===== config.mk =====
export PLATFORM = sky130hd
export DESIGN_NAME = player_hit_controller
export DESIGN_NICKNAME = d
export VERILOG_FILES = /design/src/rtl/player_hit_controller_pkg.sv /design/src/rtl/player_hit_controller_overlap.sv /design/src/rtl/player_hit_controller.sv
export SDC_FILE = /design/constraint.sdc
export NUM_CORES = 1
export LEC_CHECK = 0
export ABC_AREA = 1
export CORE_ASPECT_RATIO = 1.2
export CORE_MARGIN = 4
export CORE_UTILIZATION = 35
export DETAILED_ROUTE_END_ITERATION = 7
export HOLD_SLACK_MARGIN = 0.1
export MAX_ROUTING_LAYER = met4
export PLACE_DENSITY = 0.59
export SYNTH_ARGS = -nofsm -noshare
export SYNTH_HDL_FRONTEND = slang
export SYNTH_SLANG_ARGS = --single-unit

===== constraint.sdc =====
create_clock -name clk -period 1.9 [get_ports clk]
set_clock_uncertainty 0.2 [all_clocks]
set_input_delay 0.38 -clock clk [delete_from_list [all_inputs] [get_ports clk]]
set_output_delay 0.38 -clock clk [all_outputs]
set_load 0.1 [all_outputs]

===== src/rtl/player_hit_controller_pkg.sv =====
// Shared game types: player state encoding, HP and per-frame overlap widths.
// Also holds the clamped HP subtraction used when a hit registers.
package player_hit_controller_pkg;

    localparam int HP_W  = 8;
    localparam int CNT_W = 12;
    localparam int IFR_W = 8;

    localparam logic [CNT_W-1:0] CNT_MAX = {CNT_W{1'b1}};

    typedef enum logic [1:0] {
        ST_ALIVE  = 2'd0,
        ST_INVULN = 2'd1,
        ST_DEAD   = 2'd2
    } state_e;

    // Unsigned subtraction that floors at zero instead of wrapping.
    function automatic logic [HP_W-1:0] hp_after_hit(input logic [HP_W-1:0] hp, input int dmg);
        if (int'(hp) > dmg)
            hp_after_hit = HP_W'(int'(hp) - dmg);
        else
            hp_after_hit = '0;
    endfunction

endpackage


===== src/rtl/player_hit_controller_overlap.sv =====
// Saturating per-frame overlap pixel counter; clear has priority over inc,
// so the pixel on a clear cycle is dropped. Count is registered (1-cycle latency).
module frame_overlap_counter
    import player_hit_controller_pkg::*;
(
    input  logic             clk,
    input  logic             reset,
    input  logic             clear,
    input  logic             inc,
    output logic [CNT_W-1:0] count
);

    logic [CNT_W-1:0] count_q;
    logic [CNT_W-1:0] count_d;

    always_comb begin
        count_d = count_q;
        if (clear)
            count_d = '0;
        else if (inc && (count_q != CNT_MAX))
            count_d = count_q + 1'b1;
    end

    always_ff @(posedge clk) begin
        if (!reset)
            count_q <= '0;
        else
            count_q <= count_d;
    end

    assign count = count_q;

endmodule


===== src/rtl/player_hit_controller.sv =====
// Player hit/HP/invulnerability FSM evaluated once per frame_tick; all outputs registered.
// PLAYER_HIT_GODMODE_EN: hits still pulse and grant i-frames, but HP never drops and DEAD is unreachable.
module player_hit_controller
    import player_hit_controller_pkg::*;
#(
    parameter int HP_INIT       = 92,
    parameter int DAMAGE        = 1,
    parameter int IFRAMES       = 30,
    parameter int HIT_PIXEL_MIN = 4
) (
    input  logic            clk,
    input  logic            reset,
    input  logic            frame_tick,
    input  logic            blank,
    input  logic            player_render,
    input  logic            object_trigger_signal,
    input  logic            restart,
    output logic            is_trigger_player,
    output logic [HP_W-1:0] hp,
    output logic            hit_pulse,
    output logic            game_over
);

    localparam logic [HP_W-1:0]  HP_RST   = HP_W'(HP_INIT);
    localparam logic [IFR_W-1:0] IFR_LOAD = IFR_W'(IFRAMES);
    localparam logic [CNT_W-1:0] MIN_PIX  = CNT_W'(HIT_PIXEL_MIN);

    state_e           state_q, state_d;
    logic [HP_W-1:0]  hp_q, hp_d;
    logic [IFR_W-1:0] ifr_q, ifr_d;
    logic             hit_q, hit_d;
    logic             inv_q, go_q;
    logic [CNT_W-1:0] overlap_cnt;
    logic             restart_take;
    logic             overlap;

    assign restart_take = restart && (state_q == ST_DEAD);
    assign overlap      = !blank && player_render && object_trigger_signal;

    frame_overlap_counter u_overlap (
        .clk   (clk),
        .reset (reset),
        .clear (frame_tick || restart_take),
        .inc   (overlap),
        .count (overlap_cnt)
    );

    always_comb begin
        state_d = state_q;
        hp_d    = hp_q;
        ifr_d   = ifr_q;
        hit_d   = 1'b0;
        // Restart beats a coincident frame_tick, so no hit is judged that cycle.
        if (restart_take) begin
            state_d = ST_ALIVE;
            hp_d    = HP_RST;
            ifr_d   = '0;
        end else if (frame_tick) begin
            case (state_q)
                ST_ALIVE: begin
                    if (overlap_cnt >= MIN_PIX) begin
                        hit_d = 1'b1;
`ifdef PLAYER_HIT_GODMODE_EN
                        state_d = ST_INVULN;
                        ifr_d   = IFR_LOAD;
`else
                        hp_d = hp_after_hit(hp_q, DAMAGE);
                        if (hp_d == '0) begin
                            state_d = ST_DEAD;
                        end else begin
                            state_d = ST_INVULN;
                            ifr_d   = IFR_LOAD;
                        end
`endif
                    end
                end
                ST_INVULN: begin
                    ifr_d = ifr_q - 1'b1;
                    if (ifr_q == IFR_W'(1))
                        state_d = ST_ALIVE;
                end
                ST_DEAD: state_d = ST_DEAD;
                default: state_d = ST_ALIVE;
            endcase
        end
    end

    always_ff @(posedge clk) begin
        if (!reset) begin
            state_q <= ST_ALIVE;
            hp_q    <= HP_RST;
            ifr_q   <= '0;
            hit_q   <= 1'b0;
            inv_q   <= 1'b0;
            go_q    <= 1'b0;
        end else begin
            state_q <= state_d;
            hp_q    <= hp_d;
            ifr_q   <= ifr_d;
            hit_q   <= hit_d;
            inv_q   <= (state_q == ST_INVULN);
            go_q    <= (state_q == ST_DEAD);
        end
    end

    assign is_trigger_player = inv_q;
    assign hp                = hp_q;
    assign hit_pulse         = hit_q;
    assign game_over         = go_q;

endmodule


==> results of run 1 <==
## sequential cells by signal (all words and copies together), names as in the netlist
name,flops
u_overlap.count,12
hp,8
ifr_q,8
state_q,2
game_over,1
hit_pulse,1
is_trigger_player,1
## path summary, 6_finish.rpt
check	start	end	cells after the start
setup / recovery	hp[0]	ifr_q[5]	12
hold / removal	u_overlap.count[11]	u_overlap.count[11]	2
setup reg to reg	hp[0]	ifr_q[5]	12
hold reg to reg	u_overlap.count[11]	u_overlap.count[11]	2
## area by class of cell
cell class	count	share of cell area
Tap cell	62	0.0283
Timing Repair Buffer	43	0.179
Clock buffer	8	0.0328
Multi-Input combinational cell	213	0.454
Inverter	40	0.0574
Sequential cell	33	0.249
## logic make-up after synthesis
| group | count (synthesis) |
|---|---|
| buffers and inverters | 44 |
| and+or+nand+nor | 149 |
| adders and majority gates | 6 |
| DFF | 33 |
| xor gates and xnor gates | 11 |
| AOI/OAI and AO/OA | 47 |
## layer usage
layer / vias to the layer above / routed length (um)
met2: 48 / 2450
met3: 13 / 201
met5: - / 0
met1: 903 / 2180
li1: 1042 / -
met4: 0 / 126
## what timing repair did
item	4_1_cts	5_1_grt
endpoints found under the hold margin	0	0
setup endpoints to repair	8	12
pin swaps	7	10
buffers inserted	4	3
gates resized for setup	6	8
## cell usage in the layout (no fill, tap or decap), types with 4 or more instances in the layout
cell	instances
inv_1	28
o21ai_0	10
nor2_4	6
nor2_2	5
nor2_1	25
nand4_1	6
nand2_1	57
clkdlybuf4s50_1	6
buf_12	12
ha_1	4
nand3_1	25
buf_4	24
a21oi_1	26
nand2_2	6
nor3_1	4
dfxtp_4	5
clkbuf_8	6
dfxtp_1	25
inv_2	9
xor2_1	11
## power groups by stage
stage               Sequential, mW  Combinational [mW]  Clock (mW)
finish                       0.686              0.0513       0.555
detailed placement           0.702              0.0508           0
CTS                          0.685              0.0508       0.581
global route                 0.685              0.0556       0.613
floorplan                    0.702              0.0233           0
global placement             0.701              0.0507           0
## through the flow
| step | setup TNS (ns) | util | cells |
|---|---|---|---|
| after global routing | -0.686 | 0.508 | 399 |
| after CTS | 0 | 0.499 | 396 |
| after floorplan | -0.623 | - | 290 |
| after global placement | -0.194 | 0.470 | 384 |
| final | -0.00612 | 0.508 | 399 |
| after detailed placement | -0.452 | 0.470 | 384 |
## tightest hold or removal path, cell delays in order, from the launching register on
cell and delay (ns):
dfxtp_1 0.31, nand2_1 0.06, a21oi_1 0.05
==> metrics.txt, run 1 <==
Mapped Avg Cell Area a little under 7 um^2; Rows 29; power share of the combinational group 0.040; I/O Pins 18; fin crit share 1.00; total routed wirelength 4.96 mm; DRC errors left 0; Die Y around 90 um; Vias/cell ~5.0; Multi-input gate area roughly 1200 um^2; Sink Count 33; register area ~700 um^2; Max stage delay on crit path approximately 0.38 ns; GR Layer Usage met2 0.239; CTS tree yes; Die W 77.0 um; number of port buffers 17; pre-CTS setup slack -0.0568 ns; Crit Path Class reg -> reg; max-cap violations 0; DIE AREA ~7000 um^2; Sw Share 0.224; Worst-Margin Slew slightly above 0.3 ns; Syn-to-layout area delta 37.4%; Hold Slack ~0.26 ns; failing checks negative setup slack; Seq/Total Area, Yosys 0.331; most frequent cells after synthesis nand2_1 (62), dfxtp_1 (33), inv_1 (30), nor2_1 (29); EDFF count, synth 0; GR Layer Usage met1 0.167; crit-path cells inv_4, ha_4, nor2_4, nor2_4, nand2_4, nand2_2, nor2_4, nor2_4, nand3_4, buf_12, nand3_1, a21oi_1; GPL Wtd Cong about 0.88; Peak Freq between 500 and 600 MHz; largest net degree at the start of global routing 12; WP buf/inv 2; RSZ-0062 raised after global routing true; Worst-Skew Late Latency just under 0.3 ns; CP delay by family, top simple AND/OR/NAND/NOR gates; Yosys cell types 34; net load switching power 0.290 mW; # hold bufs at CTS 0; gr busiest metal met2; CP max FO 8; synth top area cells dfxtp_1 (33%), nand2_1 (12%), a21oi_1 (6.8%); dpl hpwl between 3 and 4 mm; CP required 1.92 ns; clk buf depth 2; Routed Antenna Nets 0; Congestion Overflow GR 0; critical path's slowest cell dfxtp_4; Finished Cell Area approximately 2700 um^2; Pwr Total between 1 and 1.5 mW; Nets between 300 and 400; WL per Instance around 12 um; largest family of logic cells by synthesized area simple AND/OR/NAND/NOR gates; # setup viols final 2; Simple-Gate Fraction of Synth Area 0.364; Startpoint Class flip-flop; Synth Area in Adders 0.0376; Worst-path clk slew around 0.07 ns; Setup crit end kind flip-flop; #FFs+latches synth 33; Net Count, Synth about 300; post-synthesis async set-or-reset flop share 0; mux cell area share after synthesis 0; mapped cell area approximately 2000 um^2; core area 5410 um^2; diode count 0; most common flop cell mapped by yosys dfxtp_1; global-route usage over all layers 0.148; Slew Limit Fails 0; first-pass GRT wire length a little over 8 mm; final hold viol count 0; vias in the first global route 1855; maximum VDD drop approximately 0.35 mV; DP Area between 2000 and 3000 um^2; Clk pwr share 0.430; top cell type by total area after synthesis dfxtp_1; Synth Area in Compound Gates 0.134; Num CTS Buffers 5; CTS root buffer clkbuf_8; Reg power frac 0.531; fin crit period 1.90 ns; effective utilization at floorplan 0.370; setup slack, reg-to-reg -0.003 ns; cell count after synthesis 290; Rel. slew slack 0.794; Iteration-0 DRC Markers 97; Synth top area share 0.331; initial antenna violation count 0; Worst path most repeated cell nor2_4; 1st-pass router iterations 4; xor and xnor area share after synthesis 0.0482; Synth Warn # 0; Vias between 2k and 2.5k; Arr. time, crit path 1.93 ns; Fillers ~500; status finished with violations; Hold Crit Class reg -> reg; share of cells above drive strength 1 0.282; P_int 1.00 mW; leak pwr roughly 1.1 nW; most numerous cell in the Yosys netlist nand2_1; Setup WS post-layout -0.00312 ns; H-tree depth 2; power density cells approximately 470 nW/um^2; M3 GR Usage 0.0359
Power figures use the tool's default switching activity.
==> inputs of run 2 (changes only) <==
--- a/config.mk
+++ b/config.mk
@@ -8,11 +8,11 @@
 export ABC_AREA = 1
 export CORE_ASPECT_RATIO = 1.2
 export CORE_MARGIN = 4
-export CORE_UTILIZATION = 35
+export CORE_UTILIZATION = 45
 export DETAILED_ROUTE_END_ITERATION = 7
 export HOLD_SLACK_MARGIN = 0.1
 export MAX_ROUTING_LAYER = met4
-export PLACE_DENSITY = 0.59
+export PLACE_DENSITY = 0.71
 export SYNTH_ARGS = -nofsm -noshare
 export SYNTH_HDL_FRONTEND = slang
 export SYNTH_SLANG_ARGS = --single-unit
==> run 2 against run 1 <==
Compared with the run above:
- the flow still finishes with violations (negative setup slack)
- routed wire length shrank 2.2%
- final area is the same
- count of clock-buffer cells in the layout shrank 1
==> metrics.txt, run 2 (synthesis results as in run 1) <==
largest net degree at the start of global routing 12 (unchanged); Congestion Overflow GR 0 (unchanged); RSZ-0062 raised after global routing true; commonest non-fill, non-tap cells in the layout nand2_1 (59), inv_1 (28), nor2_1 (26); share of cells above drive strength 1 0.287 (+0.00467); vias in the first global route 1861 (+0.32%); Slew Limit Fails 0 (unchanged); Num CTS Buffers 5 (unchanged); Sink Count 33 (unchanged); max reg flops 12 (unchanged); Startpoint Class flip-flop; Vias/cell 5.24 (+4.3%); dpl hpwl 3.34 mm (-7.0%); CTS tree yes; Worst path most repeated cell nor2_1; commonest non-fill, non-tap cell in the layout nand2_1; Die Y 81.0 um (-11%); Setup WS post-layout -0.0314 ns (-0.0282 ns); Setup TNS Final -0.0805 ns (-0.0744 ns); CP required 1.88 ns (-0.04 ns); fin util 0.644 (+0.136); Setup crit end kind flip-flop; clk buf depth 2 (unchanged); CTS root buffer clkbuf_8; number of port buffers 17 (unchanged); diode count 0 (unchanged); Peak Freq 518 MHz (-1.5%); Rel. slew slack 0.725 (-0.0691); Arr. time, crit path 1.91 ns (-0.02 ns); Crit Path Class reg -> reg; Worst-Skew Late Latency 0.29 ns (about the same); Syn-to-layout area delta 37.4% (unchanged); GPL Wtd Cong 0.886 (+0.69%); Die W 68.8 um (-11%); crit-path cells inv_4, ha_4, xor2_1, o21ai_4, nand2_2, nor2_4, nand3_4, nand2_4, inv_2, nor2_1, nor2_1; Routed Antenna Nets 0 (unchanged); CP delay by family, top simple AND/OR/NAND/NOR gates; WP buf/inv 2 (unchanged); Worst-Margin Slew 0.409 ns (+0.101 ns); Nets 347 (-0.57%); Max stage delay on crit path 0.40 ns (+0.02 ns); first-pass GRT wire length 8.04 mm (-1.4%); failing checks negative setup slack; Hold Slack 0.268 ns (+0.00347 ns); Finished Cell Area 2750 um^2 (unchanged); CP max FO 7 (-1); I/O Pins 18 (unchanged); fin crit period 1.93 ns (+0.0282 ns); status finished with violations; critical path's slowest cell dfxtp_4; power density cells 483 nW/um^2 (+2.6%); Iteration-0 DRC Markers 139 (+43%); maximum VDD drop 0.531 mV (+51%); final hold viol count 0 (unchanged); Vias 2050 (+2.2%); total routed wirelength 4.85 mm (-2.2%); Rows 26 (-10%); leak pwr 1.10 nW (-1.1%); effective utilization at floorplan 0.469 (+0.0993); core area 4260 um^2 (-21%); Pwr Total 1.33 mW (+2.6%); 1st-pass router iterations 5 (+1); # hold bufs at CTS 0 (unchanged); initial antenna violation count 0 (unchanged); Hold Crit Class reg -> reg; Worst-path clk slew 0.07 ns (about the same); DIE AREA 5570 um^2 (-20%); fin crit share 1.02 (+0.0149); max-cap violations 0 (unchanged); DP Area 2480 um^2 (-2.4%); H-tree depth 2 (unchanged); global-route usage over all layers 0.194 (+0.0466); # setup viols final 5 (+3); WL per Instance 12.4 um (-0.18%); DRC errors left 0 (unchanged)
[run 2: changes by cell type in the layout (fill, tap and decap cells not counted), moves of 2 or more]
| cell | change |
|---|---|
| buf_4 | -2 |
| clkbuf_1 | -2 |
| nand2_1 | +2 |
| nand2_2 | -2 |
[run 2: worst register-to-register path: cells and delay by family (launching register included)]
kind	cells	cell delay, ns
xor+xnor	1	0.19
flops	1	0.40
compound gates	1	0.17
buf+inv	2	0.10
simple gates	6	0.59
fa+ha+maj	1	0.18
[run 2: worst paths after layout]
path,slack [ns],from,endpoint,cells after the start
max,-0.03,hp[0],ifr_q[1],11
min,0.27,u_overlap.count[11],u_overlap.count[11],2
max reg2reg,-0.03,hp[0],ifr_q[1],11
min reg2reg,0.27,u_overlap.count[11],u_overlap.count[11],2
[run 2: layout make-up]
class,count,area (um^2)
fillers,362,1520
multi-input cells,214,1280
flip-flops and latches,33,683
repair buffers,40,457
inverters,40,158
clock buffers,7,96.3
well taps,56,70.1
clock inverters,1,5.00
[run 2: timing repair]
action                     CTS  global route
setup buffers                8             3
gates cloned                 1             0
setup endpoints to repair    8            13
pin swaps                    9            12
gates resized for setup      4            13
[run 2: per-layer routing]
layer | vias to the layer above | routed length (um) | global-route usage
li1 | 1034 | - | -
met1 | 942 | 2040 | 0.221
met2 | 62 | 2420 | 0.318
met3 | 12 | 265 | 0.0415
met4 | 0 | 134 | 0.0975
met5 | - | 0 | -
[run 2: where the power goes]
part | leakage, nW | internal [mW] | total (mW) | switching (mW)
logic | 0.782 | 0.0219 | 0.0508 | 0.0288
clock network | 0.0542 | 0.327 | 0.589 | 0.262
registers | 0.268 | 0.685 | 0.686 | 0.000540
[run 2: per-stage QoR]
stage	setup WS, ns	std cells
after floorplan	-0.0818	290
after global placement	-0.0209	371
after detailed placement	-0.0573	371
after CTS	0.000113	388
after global routing	-0.115	391
final	-0.0314	391
==> inputs of run 3 (changes only) <==
--- a/config.mk
+++ b/config.mk
@@ -12,7 +12,7 @@
 export DETAILED_ROUTE_END_ITERATION = 7
 export HOLD_SLACK_MARGIN = 0.1
 export MAX_ROUTING_LAYER = met4
-export PLACE_DENSITY = 0.71
+export PLACE_DENSITY = 0.77
 export SYNTH_ARGS = -nofsm -noshare
 export SYNTH_HDL_FRONTEND = slang
 export SYNTH_SLANG_ARGS = --single-unit
==> run 3 against run 2 <==
Compared with the run above:
- the flow now finishes without violations
- critical path depth is 1 higher
- via count is 1.8% higher
- sequential share of layout area is 0.21 points higher
- non-clock buffer count is 3 lower
- combinational power is 7.7% higher
- highest routed layer unchanged
==> metrics.txt, run 3 (synthesis results as in run 1) <==
# setup viols final 0 (-5); CP required 1.89 ns (about the same); pre-CTS setup slack -0.0326 ns (+0.0247 ns); Startpoint Class flip-flop; Max stage delay on crit path 0.36 ns (-0.04 ns); Rows 26 (unchanged); Die W 68.8 um (unchanged); power density cells 509 nW/um^2 (+5.4%); DRC errors left 0 (unchanged); Vias/cell 5.38 (+2.5%); CP max FO 7 (unchanged); Worst path most repeated cell nor2_1; crit-path cells inv_6, ha_4, buf_6, nand4_1, nand3_2, nand2_2, nor2_4, nand3_4, nand2_4, inv_2, nor2_1, nor2_1; commonest non-fill, non-tap cell in the layout nand2_1; Hold Crit Class reg -> reg; maximum VDD drop 0.462 mV (-13%); GR Layer Usage met1 0.209 (-0.0119); total routed wirelength 5.14 mm (+6.0%); CTS root buffer clkbuf_8; Setup WS post-layout 0.0419 ns (+0.0733 ns); critical path's slowest cell dfxtp_4; GPL Wtd Cong 0.905 (+2.2%); fin crit period 1.86 ns (-0.0733 ns); status complete, no violations; vias in the first global route 1835 (-1.4%); global-route usage over all layers 0.197 (+0.00260); Syn-to-layout area delta 36.5%; CTS tree yes; final hold viol count 0 (unchanged); dpl hpwl 3.46 mm (+3.4%); Fillers 346 (-4.4%); M3 GR Usage 0.0539 (+0.0124); effective utilization at floorplan 0.469 (unchanged); Peak Freq 538 MHz (+3.9%); max reg flops 12 (unchanged); Pwr Total 1.39 mW (+4.8%); gr busiest metal met2; # hold bufs at CTS 0 (unchanged); Sink Count 33 (unchanged); GR Layer Usage met2 0.333 (+0.0153); Worst-Skew Late Latency 0.29 ns (about the same); first-pass GRT wire length 8.05 mm (+0.17%); Routed Antenna Nets 0 (unchanged); diode count 0 (unchanged); max-cap violations 0 (unchanged); Die Y 81.0 um (unchanged); fin crit share 0.978 (-0.0386); Hold Slack 0.273 ns (+0.00529 ns); number of port buffers 17 (unchanged); Setup crit end kind flip-flop; Rel. slew slack 0.708 (-0.0174); Worst-Margin Slew 0.435 ns (+0.0259 ns); I/O Pins 18 (unchanged); Inst Count DP 371 (unchanged); Arr. time, crit path 1.85 ns (-0.06 ns); core area 4260 um^2 (unchanged); CP delay by family, top simple AND/OR/NAND/NOR gates; Crit Path Class reg -> reg; DP Area 2480 um^2 (unchanged); leak pwr 1.09 nW (-1.2%); Finished Cell Area 2730 um^2 (-0.64%); commonest non-fill, non-tap cells in the layout nand2_1 (60), inv_1 (28), nor2_1 (28); WL per Instance 13.3 um (+6.8%); Iteration-0 DRC Markers 168 (+21%); Num CTS Buffers 5 (unchanged); share of cells above drive strength 1 0.280 (-0.00645); setup slack, reg-to-reg 0.04 ns (+0.07 ns); 1st-pass router iterations 4 (-1); Slew Limit Fails 0 (unchanged); largest net degree at the start of global routing 12 (unchanged); Vias 2086 (+1.8%); Congestion Overflow GR 0 (unchanged); RSZ-0062 raised after global routing true; Nets 344 (-0.86%); Worst-path clk slew 0.07 ns (about the same); post-route insts no fill 388 (-0.77%); WP buf/inv 3 (+1); H-tree depth 2 (unchanged); DIE AREA 5570 um^2 (unchanged); clk buf depth 2 (unchanged); initial antenna violation count 0 (unchanged)
## run 3: metrics by stage
step	util	setup TNS, ns
3_3_place_gp	0.583	0
2_1_floorplan	-	-0.623
5_1_grt	0.640	-0.333
3_5_place_dp	0.583	-0.101
6_report	0.640	0
4_1_cts	0.622	0
## run 3: final cells by class
type | instances | area [um^2] | share of cell area
clock buffers | 7 | 108 | 0.0394
multi-input cells | 214 | 1270 | 0.464
inverters | 40 | 158 | 0.0578
clock inverters | 1 | 7.51 | 0.00275
well taps | 56 | 70.1 | 0.0257
flip-flops and latches | 33 | 684 | 0.251
repair buffers | 37 | 434 | 0.159
## run 3: layer usage
metal	wire, um	vias up
met2	2630	92
met1	2020	951
met5	0	-
met4	140	0
met3	351	16
li1	-	1027
## run 3: path summary, 6_finish.rpt
kind         cells past startpoint                 from             endpoint
min reg2reg                      2  u_overlap.count[11]  u_overlap.count[11]
min                              2  u_overlap.count[11]  u_overlap.count[11]
max                             12                hp[1]             ifr_q[1]
max reg2reg                     12                hp[1]             ifr_q[1]
## run 3: report_power, final
group	total (mW)	internal (mW)	switching, mW
registers	0.686	0.685	0.000618
logic	0.0547	0.0245	0.0302
clock network	0.648	0.373	0.275
total	1.39	1.08	0.306
## run 3: repair_timing
| action | in CTS | in global routing |
|---|---|---|
| endpoints found under the setup margin | 8 | 22 |
| pin swaps | 6 | 12 |
| gates cloned | 1 | 0 |
| gates resized for setup | 3 | 12 |
| setup buffers | 4 | 4 |
## run 3: tightest hold or removal path: cells and delay by family, from the launching register on
| family | cells | cell delay, ns |
|---|---|---|
| AND/OR/NAND/NOR | 1 | 0.06 |
| AO/OA/AOI/OAI | 1 | 0.06 |
| flip-flops | 1 | 0.31 |
==> patch 1, RTL diff (settings of run 2) <==
Register the output `is_trigger_player` once more, without a reset; this adds one clock of latency there. The other outputs are not delayed to match.
--- a/src/rtl/player_hit_controller.sv
+++ b/src/rtl/player_hit_controller.sv
@@ -103,7 +103,9 @@
         end
     end
 
-    assign is_trigger_player = inv_q;
+    always_ff @(posedge clk) begin
+        is_trigger_player <= inv_q;
+    end
     assign hp                = hp_q;
     assign hit_pulse         = hit_q;
     assign game_over         = go_q;
Behaviour: not the same (Yosys sat finds a counterexample within 10 cycles, from zero or initial values and one cycle with reset low).
==> patch 1 against run 2 <==
Global-route usage is 1.2 points lower. Critical path depth increased by 1. Highest routed layer unchanged. Sequential power up 3.1%. Setup slack improved by 0.052 ns. Count of clock-buffer cells in the layout stayed put. Total power is 3.8% lower. Wire length fell by 3.9%. Critical endpoint is now ifr_q[3]. Final area decreased by 1.6%. Sequential cell count increased by 1. Area after synthesis rose by 1.0%.
==> patch 1: results (changes against run 2) <==
Vias/cell 5.03 (-4.0%); Core Util, Final 62.9% (-1.5 points); vias in the first global route 1,877 (+0.86%); Post-synth top cells nand2_1 (62), dfxtp_1 (34), inv_1 (30); sequential area share after synthesis 33.7% (+0.66 points); top post-synthesis cells by area dfxtp_1 (34%), nand2_1 (12%), a21oi_1 (6.7%), nand3_1 (6.7%), inv_1 (5.6%); GR Util met3 3.47% (-0.68 points); Fill cells 373 (+3.0%); Placed Area 2530 um2 (+2.0%); Final #Nets 345 (-0.58%); Slew HR 71.1% (-1.5 points); global-route wire length before repair 8.07 mm (+0.35%); CTS H-Tree Depth 2 (unchanged); GR Layer Usage met1 19.8% (-2.3 points); Critical Path Fanout Max 8 (+1); status finished clean; grt met2 use 32.7% (+0.92 points); leakage 0.00112 uW (+1.0%); synth unique cells 34 (unchanged); gpl congestion 0.908 (+2.5%); Global Route Usage Sum 18.3% (-1.2 points); maximum VDD drop 0.399 mV (-25%); drt total wl 4.66 mm (-3.9%); final HPWL from detailed placement 3.50 mm (+4.7%); layout cell share with drive strength beyond 1 26.4% (-2.2 points); syn_nets 304 (+0.33%); DRT iter0 DRCs 175 (+26%)
## patch 1: changes by cell type in the layout (fill, tap and decap cells not counted), moves of 2 or more
| cell | run 2 | this run |
|---|---|---|
| nand2_2 | 4 | 2 |
| inv_4 | 1 | 3 |
| clkbuf_1 | 0 | 2 |
| buf_4 | 22 | 20 |
| dfxtp_2 | 3 | 5 |
| clkbuf_8 | 7 | 5 |
## patch 1: final timing paths
check | start | to | slack [ns] | cells past startpoint
setup / recovery | hp[0] | ifr_q[3] | 0.02 | 12
setup reg to reg | hp[0] | ifr_q[3] | 0.02 | 12
hold / removal | inv_q | is_trigger_player | 0.13 | 0
hold reg to reg | inv_q | is_trigger_player | 0.13 | 0
## patch 1: stage by stage
stage               power [uW]  worst slack (ns)  cells
global route              1330           -0.0569    389
floorplan                  747           -0.0818    291
finish                    1270            0.0204    389
detailed placement         777           -0.0730    376
CTS                       1300            0.0102    389
global placement           777           -0.0515    376
## patch 1: worst max-delay path, stage by stage (launching register included)
cell	delay (ns)
dfxtp_4	0.39
inv_4	0.04
ha_4	0.18
nor2_4	0.10
nor2_4	0.04
nand2_4	0.12
nand2_2	0.08
nor2_4	0.14
nor2_4	0.06
nand3_4	0.12
buf_12	0.12
nand3_1	0.08
a21oi_2	0.14
## patch 1: area by class of cell
cell class / instances / area share, %
Clock buffer: 7 / 2.83
Clock inverter: 1 / 0.232
Inverter: 40 / 5.74
Tap cell: 56 / 2.59
Timing Repair Buffer: 38 / 16.7
Multi-Input combinational cell: 213 / 45.8
Sequential cell: 34 / 26.1
## patch 1: repair_timing
item,CTS,global route
resized for setup,6,5
gates cloned,0,0
hold buffers,0,0
pin swaps,11,12
endpoints found under the setup margin,8,21
setup buffers,5,0
## patch 1: cell families after synthesis
logic type,after synthesis,synth area share (%)
XOR/XNOR,11,4.77
AND/OR/NAND/NOR,149,36.0
adder cells (fa/ha/maj),6,3.72
buffers and inverters,44,8.49
AO/OA/AOI/OAI,47,13.3
flip-flops,34,33.7
## patch 1: power breakdown
group          internal, uW  total (uW)  switching (uW)
clock                   260         514             254
combinational          25.8        54.3            28.5
sequential              706         707           0.559
## patch 1: per-layer routing
| metal | share of wire [%] | vias up |
|---|---|---|
| li1 | - | 1023 |
| met1 | 45 | 886 |
| met2 | 50 | 41 |
| met3 | 3.5 | 8 |
| met4 | 1.9 | 0 |
| met5 | 0 | - |
==> patch 2, RTL diff (settings of run 2) <==
Made on the original files. `CNT_W`: 12 -> 18.
--- a/src/rtl/player_hit_controller_pkg.sv
+++ b/src/rtl/player_hit_controller_pkg.sv
@@ -3,7 +3,7 @@
 package player_hit_controller_pkg;
 
     localparam int HP_W  = 8;
-    localparam int CNT_W = 12;
+    localparam int CNT_W = 18;
     localparam int IFR_W = 8;
 
     localparam logic [CNT_W-1:0] CNT_MAX = {CNT_W{1'b1}};
Formal check against the unedited RTL: no difference found for any inputs over 10 cycles, from zero or initial values and one cycle with reset low; that may be too few to reach the edited logic, so the function may still have changed.
==> patch 2 against run 2 <==
The run still ends with setup timing left. Largest power group unchanged. Die area rose by 18%. Sequential cell count increased by 6. Wire length rose by 22%. Critical endpoint is now ifr_q[2]. Core utilization grew 1.4 points. Sequential share of layout area fell by 0.85 points. Area after synthesis is 20% higher. Count of clock-buffer cells in the layout down 1. Final area rose by 21%. First-iteration DRC count is 3.6% higher. Setup slack gained 0.0094 ns. Maximum frequency grew 0.49%. Total power grew 26%.
==> patch 2: results (changes against run 2) <==
Vias/cell 5.19 (-1.1%); Tightest Pin Transition 0.388 ns (-0.0209 ns); leakage 0.00139 uW (+25%); clock-pin slew on the worst setup and hold paths ~0.080 ns; max reg flops 18 (+6); Clk Latency, worst-skew pair 0.30 ns; CP max-delay cell dfxtp_4; GR Util met3 4.25% (+0.099 points); Arr. time, crit path 1.95 ns (+0.04 ns); DP Worst Slack -0.0152 ns (+0.0420 ns); synth unique cells 33 (-2.9%); dpl cells 448 (+21%); vias in the first global route 2,339 (+26%); worst r2r path cells 12 (+1); maximum VDD drop 0.300 mV (-44%); DRT iter0 DRCs 144 (+3.6%); Final #Nets 411 (+18%); drt total wl 5.93 mm (+22%); failing checks setup timing; syn_nets 356 (+17%); Mean Syn Cell Area 6.98 um2 (+1.3%); gpl congestion 0.878 (-0.91%); drt pass-1 iters 4 (-1); sequential area share after synthesis 32.6% (-0.44 points); global-route wire length before repair 10.2 mm (+26%); # setup viols final 7 (+2); Post-synth top cells nand2_1 (71), dfxtp_1 (39), inv_1 (37); final HPWL from detailed placement 4.26 mm (+27%); grt met2 use 35.3% (+3.4 points); Placed Area 3080 um2 (+24%); warnings from Yosys 0 (unchanged); top post-synthesis cells by area dfxtp_1 (33%), nand2_1 (11%), nand3_1 (7.5%), inv_1 (5.8%), a21oi_1 (5.2%); setup bufs post-CTS 2 (-6); async set-reset flop share out of synthesis 0% (unchanged); internal power 1320 uW (+27%); status finished with violations; setup ws final -0.0220 ns (+0.00940 ns); Critical Path Fanout Max 8 (+1); Global Route Usage Sum 20.3% (+0.88 points); largest net degree at the start of global routing 19 (+7); GR Layer Usage met1 22.8% (+0.77 points); layout cell share with drive strength beyond 1 31.8% (+3.2 points); slowest stage delay, CP 0.37 ns (-0.03 ns); drt wl/cell 12.9 um (+4.2%)
patch 2: changes by cell type in the layout (fill, tap and decap cells not counted), sizes merged, moves of 4 or more:
| cell | change |
|---|---|
| a21oi | +4 |
| buf | +12 |
| dfxtp | +6 |
| inv | +4 |
| nand2 | +20 |
| nand3 | +8 |
| nor3 | +9 |
| nor4 | -4 |
patch 2: power by group through the flow:
stage / Clock, uW / Sequential, uW / Combinational (uW)
floorplan: 0 / 835 / 28.3
global route: 854 / 816 / 73.8
detailed placement: 0 / 835 / 65.4
CTS: 810 / 815 / 65.6
global placement: 0 / 834 / 64.3
finish: 791 / 816 / 67.8
patch 2: cell type report:
cell class,count,area [um2]
fill,443,1720
multi-input combinational,257,1550
sequential,39,798
timing repair buffer,52,592
inverter,43,171
clock buffer,6,93.8
tap,60,75.1
clock inverter,2,37.5
patch 2: path summary, 6_finish.rpt:
path / startpoint / endpoint
setup / recovery: hp[0] / ifr_q[2]
hold reg to reg: ifr_q[1] / ifr_q[1]
hold / removal: ifr_q[1] / ifr_q[1]
setup reg to reg: hp[0] / ifr_q[2]
patch 2: logic make-up after synthesis:
kind of cell	synth area share, %
DFF	32.6
xor gates and xnor gates	5.12
adders and majority gates	3.14
and+or+nand+nor	38.6
buffers and inverters	8.00
AOI/OAI and AO/OA	12.5
patch 2: stage by stage:
stage	hold WS (ns)	TNS, ns	total power (uW)
floorplan	0.252	-0.793	863
global placement	0.271	0	899
detailed placement	0.267	-0.0670	900
CTS	0.282	-0.0689	1690
global route	0.296	-1.43	1740
finish	0.280	-0.107	1670
patch 2: layer usage:
layer	wire, um	vias to the layer above
met2	3150	40
met5	0	-
met1	2500	1094
met3	177	11
li1	-	1236
met4	108	0
